===== src/rtl/pix_pkg.sv =====
// Shared widths, FSM state encoding and pair-packing helper for the pixel pair packer.
package pix_pkg;

  localparam int PIX_W  = 18;
  localparam int WORD_W = 36;
  localparam int ADDR_W = 19;
  localparam int ROW_W  = 10;
  localparam int COL_W  = 9;

  typedef enum logic [1:0] {
    ST_IDLE      = 2'd0,
    ST_LINE_WAIT = 2'd1,
    ST_ACTIVE    = 2'd2
  } state_e;

  // First pixel of a pair occupies the upper half of the ZBT word.
  function automatic logic [WORD_W-1:0] pack_pair(input logic [PIX_W-1:0] first_pix,
                                                   input logic [PIX_W-1:0] second_pix);
    return {first_pix, second_pix};
  endfunction

endpackage


===== src/rtl/pix_addr_gen.sv =====
// Line/word counters and ZBT address formation for the pixel pair packer.
// PIX_FIELD_INTERLEAVE_EN: when defined, row = {line[8:0], field latched at sof}.
module pix_addr_gen
  import pix_pkg::*;
#(
  parameter int MAX_WORDS = 360,
  parameter int MAX_LINES = 240
) (
  input  logic              clk,
  input  logic              reset,
  input  logic              frame_start,
  input  logic              field,
  input  logic              line_next,
  input  logic              line_restart,
  input  logic              word_inc,
  output logic [ADDR_W-1:0] addr,
  output logic              line_ok,
  output logic              line_next_ok,
  output logic              word_ok
);

  localparam logic [ROW_W-1:0] LINE_LIM  = ROW_W'(MAX_LINES);
  localparam logic [ROW_W-1:0] LINE_LAST = ROW_W'(MAX_LINES - 1);
  localparam logic [COL_W-1:0] WORD_LIM  = COL_W'(MAX_WORDS);

  logic [ROW_W-1:0] line_q, line_d;
  logic [COL_W-1:0] word_q, word_d;
  logic             field_q, field_d;
  logic [ROW_W-1:0] row;

  // NOTE: every always_comb output is defaulted first so no path leaves it unassigned (no latch).
  always_comb begin
    line_d  = line_q;
    word_d  = word_q;
    field_d = field_q;
    if (frame_start) begin
      line_d  = '0;
      word_d  = '0;
      field_d = field;
    end else if (line_next) begin
      // Line count saturates at MAX_LINES so later lines stay dropped.
      if (line_q != LINE_LIM) line_d = line_q + 1'b1;
      word_d = '0;
    end else if (line_restart) begin
      word_d = '0;
    end else if (word_inc && word_ok) begin
      word_d = word_q + 1'b1;
    end
  end

  // NOTE: sequential state uses non-blocking assignments only, so all registers update together.
  always_ff @(posedge clk) begin
    if (reset) begin
      line_q  <= '0;
      word_q  <= '0;
      field_q <= 1'b0;
    end else begin
      line_q  <= line_d;
      word_q  <= word_d;
      field_q <= field_d;
    end
  end

`ifdef PIX_FIELD_INTERLEAVE_EN
  logic unused_line_msb;
  assign unused_line_msb = line_q[ROW_W-1];
  assign row             = {line_q[ROW_W-2:0], field_q};
`else
  logic unused_field;
  assign unused_field = field_q;
  assign row          = line_q;
`endif

  assign addr         = {row, word_q};
  assign line_ok      = (line_q < LINE_LIM);
  assign line_next_ok = (line_q < LINE_LAST);
  assign word_ok      = (word_q < WORD_LIM);

endmodule


===== src/rtl/pix_pair_packer.sv =====
// Packs pairs of 18-bit RGB666 pixels into 36-bit ZBT words with line/word addressing.
// PIX_FIELD_INTERLEAVE_EN: when defined, fields interleave into even/odd rows.
module pix_pair_packer
  import pix_pkg::*;
#(
  parameter int MAX_WORDS = 360,
  parameter int MAX_LINES = 240
) (
  input  logic              clk,
  input  logic              reset,
  input  logic [PIX_W-1:0]  pix_in,
  input  logic              pix_valid,
  input  logic              sof,
  input  logic              sol,
  input  logic              field,
  output logic [WORD_W-1:0] two_pixel_vals,
  output logic [ADDR_W-1:0] write_addr,
  output logic              write_en,
  output logic              frame_done
);

  state_e             state_q, state_d;
  logic               pend_q, pend_d;
  logic [PIX_W-1:0]   pend_pix_q, pend_pix_d;
  logic               wrote_q, wrote_d;
  logic [WORD_W-1:0]  data_q, data_d;
  logic [ADDR_W-1:0]  addr_q, addr_d;
  logic               we_q, we_d;
  logic               fd_q, fd_d;

  logic               room, take, line_next, line_restart;
  logic               line_ok, line_next_ok, word_ok;
  logic [ADDR_W-1:0]  gen_addr;

  pix_addr_gen #(
    .MAX_WORDS (MAX_WORDS),
    .MAX_LINES (MAX_LINES)
  ) u_addr_gen (
    .clk          (clk),
    .reset        (reset),
    .frame_start  (sof),
    .field        (field),
    .line_next    (line_next),
    .line_restart (line_restart),
    .word_inc     (we_d),
    .addr         (gen_addr),
    .line_ok      (line_ok),
    .line_next_ok (line_next_ok),
    .word_ok      (word_ok)
  );

  always_comb begin
    state_d      = state_q;
    pend_d       = pend_q;
    pend_pix_d   = pend_pix_q;
    wrote_d      = wrote_q;
    data_d       = data_q;
    addr_d       = addr_q;
    we_d         = 1'b0;
    fd_d         = 1'b0;
    room         = 1'b0;
    line_next    = 1'b0;
    line_restart = 1'b0;

    // A line or field boundary always discards any unpaired pixel.
    if (sof) begin
      state_d = sol ? ST_ACTIVE : ST_LINE_WAIT;
      room    = sol;
      pend_d  = 1'b0;
      wrote_d = 1'b0;
      fd_d    = (state_q != ST_IDLE) && wrote_q;
    end else if (sol && (state_q != ST_IDLE)) begin
      pend_d = 1'b0;
      if (state_q == ST_ACTIVE) begin
        line_next = 1'b1;
        room      = line_next_ok;
        if (!line_next_ok) state_d = ST_LINE_WAIT;
      end else begin
        line_restart = 1'b1;
        room         = line_ok;
        state_d      = ST_ACTIVE;
      end
    end else if (state_q == ST_ACTIVE) begin
      room = line_ok && word_ok;
    end

    take = pix_valid && room;
    if (take) begin
      if (!pend_d) begin
        pend_d     = 1'b1;
        pend_pix_d = pix_in;
      end else begin
        pend_d  = 1'b0;
        we_d    = 1'b1;
        wrote_d = 1'b1;
        data_d  = pack_pair(pend_pix_q, pix_in);
        addr_d  = gen_addr;
      end
    end
  end

  always_ff @(posedge clk) begin
    if (reset) begin
      state_q    <= ST_IDLE;
      pend_q     <= 1'b0;
      pend_pix_q <= '0;
      wrote_q    <= 1'b0;
      data_q     <= '0;
      addr_q     <= '0;
      we_q       <= 1'b0;
      fd_q       <= 1'b0;
    end else begin
      state_q    <= state_d;
      pend_q     <= pend_d;
      pend_pix_q <= pend_pix_d;
      wrote_q    <= wrote_d;
      data_q     <= data_d;
      addr_q     <= addr_d;
      we_q       <= we_d;
      fd_q       <= fd_d;
    end
  end

  assign two_pixel_vals = data_q;
  assign write_addr     = addr_q;
  assign write_en       = we_q;
  assign frame_done     = fd_q;

endmodule

===== config.mk =====
export PLATFORM = sky130hd
export DESIGN_NAME = pix_pair_packer
export DESIGN_NICKNAME = d
export VERILOG_FILES = /design/src/rtl/pix_pkg.sv /design/src/rtl/pix_addr_gen.sv /design/src/rtl/pix_pair_packer.sv
export SDC_FILE = /design/constraint.sdc
export NUM_CORES = 1
export LEC_CHECK = 0
export ABC_AREA = 1
export CELL_PAD_IN_SITES_DETAIL_PLACEMENT = 1
export CELL_PAD_IN_SITES_GLOBAL_PLACEMENT = 2
export CORE_ASPECT_RATIO = 1.5
export CORE_MARGIN = 4
export CORE_UTILIZATION = 38
export DETAILED_ROUTE_END_ITERATION = 8
export DONT_BUFFER_PORTS = 1
export GPL_ROUTABILITY_DRIVEN = 0
export PLACE_DENSITY_LB_ADDON = 0.1
export SLEW_MARGIN = 20
export SYNTH_ARGS = -nofsm -noshare
export SYNTH_HDL_FRONTEND = slang
export SYNTH_SLANG_ARGS = --single-unit
export TNS_END_PERCENT = 10

===== constraint.sdc =====
create_clock -name clk -period 3.9 [get_ports clk]
set_clock_uncertainty 0.2 [all_clocks]
set_input_delay 0.39 -clock clk [delete_from_list [all_inputs] [get_ports clk]]
set_output_delay 0.39 -clock clk [all_outputs]
set_load 0.05 [all_outputs]

==> qor.txt <==
initial antenna violation count: 1
Sw Pwr: 504 µW
mapped cell area: 3840 µm²
port buffer count: 0
TritonRoute pass-1 iters: 4
sequential fraction of design power: 50.9%
Ports: 81
Sw Share: 23.7%
GRT overflow: 0
H-tree levels: 3
slowest cell on the critical path: clkinv_1
critical path depth in cells: 13
Final period util: 73.4%
share of the synthesized area in the top cell type: 51.1%
TritonCTS buffer count: 9
CP max FO: 19
max-slew violations: 0
cell taking the most area after synthesis: dfxtp_1
total number of vias: 3240
main flop type after synthesis: dfxtp_1
DIE AREA: 11800 µm²
Die Y: 131 µm
CP arrival: 2.89 ns
worst path bufs/invs: 2
Setup Viol. Count Final: 0
endpoint kind of the worst setup timing path: flip-flop
Starting Density: 39.2%
Mapped Cells: 501
final WL: 9.68 mm
Post-Route Utilization: 45.3%
Critical Path RT: 3.93 ns
post-CTS setup buffers: 0
clock transition at the registers of the reported paths: 0.07 ns
Comb pwr share: 5.5%
vias in the first global route: 3289
drt via density: 5.11
max cap viols: 0
r2r worst-path depth: 13
largest cells by area after synthesis: dfxtp_1 51%, nor2_1 13%, o21ai_0 10%, nand2_1 4.6%, a21oi_1 4.0%
Max Clk Rate: 349 MHz
CP Class: reg2reg
Detail Placement HPWL: 6.64 mm
Avg Cell Area, Syn: 7.67 µm²
iteration-0 DRC count of the detailed router: 102
all-layer global routing usage: 16.8%
list of most frequent post-synthesis cells: 130 x nor2_1, 98 x dfxtp_1, 78 x o21ai_0
total core area: 9800 µm²
post-synthesis sequential area ratio: 51.1%
TritonCTS clock tree: done
min Tclk post-route: 2.86 ns
Slew HR: 62.8%
Hold Vio Cnt, Final: 0
placement row count: 44
Ys Warns: 0
EDFF count, synth: 0
first-pass GRT wire length: 16.5 mm
Worst Setup Start Kind: flip-flop
# DRC: 0
top-count cell post-synth: nor2_1
Die W: 90.1 µm
run status: finished clean
hold_buf cts: 20
wire per inst: 15.3 µm
CP top delay family: simple AND/OR/NAND/NOR gates
Min-Delay Path Depth: 2
CTS Root Cell: clkbuf_16
largest net degree at the start of global routing: 59
post-cts sizing count: 0
clk sinks: 98
layout cells sized above 1: 8.30%
syn nets: 530
Internal: 1620 µW
Sum Neg Setup Slack: 0 ns
RSZ-0062 raised after global routing: false
worst path cell trace: ha_1 > nand3_1 > nor2_1 > nand3_1 > nand2_1 > nand2_1 > nand2_1 > a21boi_0 > ha_1 > buf_4 > clkinv_1 > nor2_1 > nor2_1
CP max stage delay: 0.48 ns
asr flop ratio synth: 0%
P_leak: 0.00181 µW
Bufs on Longest Clock Path: 2
PD cells: 480 nW/µm²
P&R area growth vs syn: 15.5%
Clock Latency Late Sink: 0.34 ns
number of synthesized register bits: 98
clock share of power: 43.6%
Worst-Margin Slew: 0.555 ns
library cells used by synthesis: 30
remaining antenna violation count: 0
Worst Hold Class: in2reg
NumNets Final: 542
peak supply drop: 0.218 mV
==> cells in the final DEF, fill, tap and decap left out, types with 3 or more instances in the layout <==
cell type      instances
nor2_2                 3
nand2_1               47
inv_2                  5
nand3_1               13
o21ai_0               78
ha_1                   4
clkbuf_8               3
nor2_4                 3
nand2_2                3
a21oi_1               31
dlygate4sd3_1         20
dfxtp_1               98
buf_4                  5
nor3_1                 4
xor2_1                 5
inv_1                 30
nand4_1                5
clkbuf_16              9
nor2_1               130
==> cell families (layout without fill, tap and decap cells) <==
| kind of cell | Yosys count | count (layout) | synth area share [%] |
|---|---|---|---|
| xor+xnor | 5 | 5 | 1.14 |
| fa+ha+maj | 5 | 5 | 1.63 |
| flops | 98 | 98 | 51.1 |
| compound gates | 116 | 116 | 15.5 |
| buf+inv | 61 | 78 | 6.45 |
| simple gates | 216 | 216 | 24.3 |
| other cells | 0 | 1 | 0 |
==> power by group through the flow <==
stage | Sequential (µW) | Combinational, µW | Clock (µW)
detailed placement | 1110 | 98.4 | 0
finish | 1080 | 116 | 928
global route | 1090 | 135 | 1000
floorplan | 1100 | 76.0 | 0
global placement | 1110 | 94.3 | 0
CTS | 1080 | 119 | 958
==> flip-flops by register name, indices dropped and copies added (netlist names) <==
register and flops:
u_addr_gen.line_q 10, u_addr_gen.word_q 9, pend_q 1, pend_pix_q 18
frame_done 1, two_pixel_vals 36, write_addr 19, state_q 2
write_en 1, wrote_q 1
==> final timing paths <==
check / startpoint / endpoint / slack, ns
max: u_addr_gen.line_q[0]$_SDFFE_PP0P_ / pend_pix_q[5]$_SDFFE_PP0P_ / 1.04
min: pix_in[13] / pend_pix_q[13]$_SDFFE_PP0P_ / 0.02
max reg2reg: u_addr_gen.line_q[0]$_SDFFE_PP0P_ / pend_pix_q[5]$_SDFFE_PP0P_ / 1.04
min reg2reg: wrote_q$_SDFF_PP0_ / wrote_q$_SDFF_PP0_ / 0.26
==> metal layers <==
metal	part of all wire (%)	routed length [µm]	GRT usage, %	up-vias
met1	42	4080	19.2	1528
met5	0	0	0	-
met4	1.1	108	5.62	0
met3	4.5	433	4.98	9
met2	52	5060	29.9	58
li1	-	-	-	1645
==> stage by stage <==
stage	setup slack [ns]	instance area, µm²	total power [µW]	instances	hold slack (ns)
after CTS	0.975	4440	2160	633	0.0116
after detailed placement	0.986	3920	1210	597	0.253
after global routing	0.656	4440	2220	634	0.0135
final	1.04	4440	2130	634	0.0198
after global placement	1.01	3920	1200	597	0.243
after floorplan	1.58	3840	1180	501	0.227
==> worst register-to-register path, stage by stage, from the launching register on <==
cell and delay (ns):
dfxtp_1 0.37, ha_1 0.27, nand3_1 0.09, nor2_1 0.06
nand3_1 0.07, nand2_1 0.05, nand2_1 0.05, nand2_1 0.06
a21boi_0 0.26, ha_1 0.20, buf_4 0.23, clkinv_1 0.49
nor2_1 0.28, nor2_1 0.07
==> layout make-up <==
cell class | count | area (µm²)
sequential | 98 | 1960
clock buffer | 13 | 270
multi-input combinational | 342 | 1640
inverter | 37 | 141
tap | 115 | 144
antenna | 1 | 2.50
clock inverter | 3 | 46.3
timing repair buffer | 25 | 238
fill | 1187 | 5360
(Power assumes the default switching activity.)
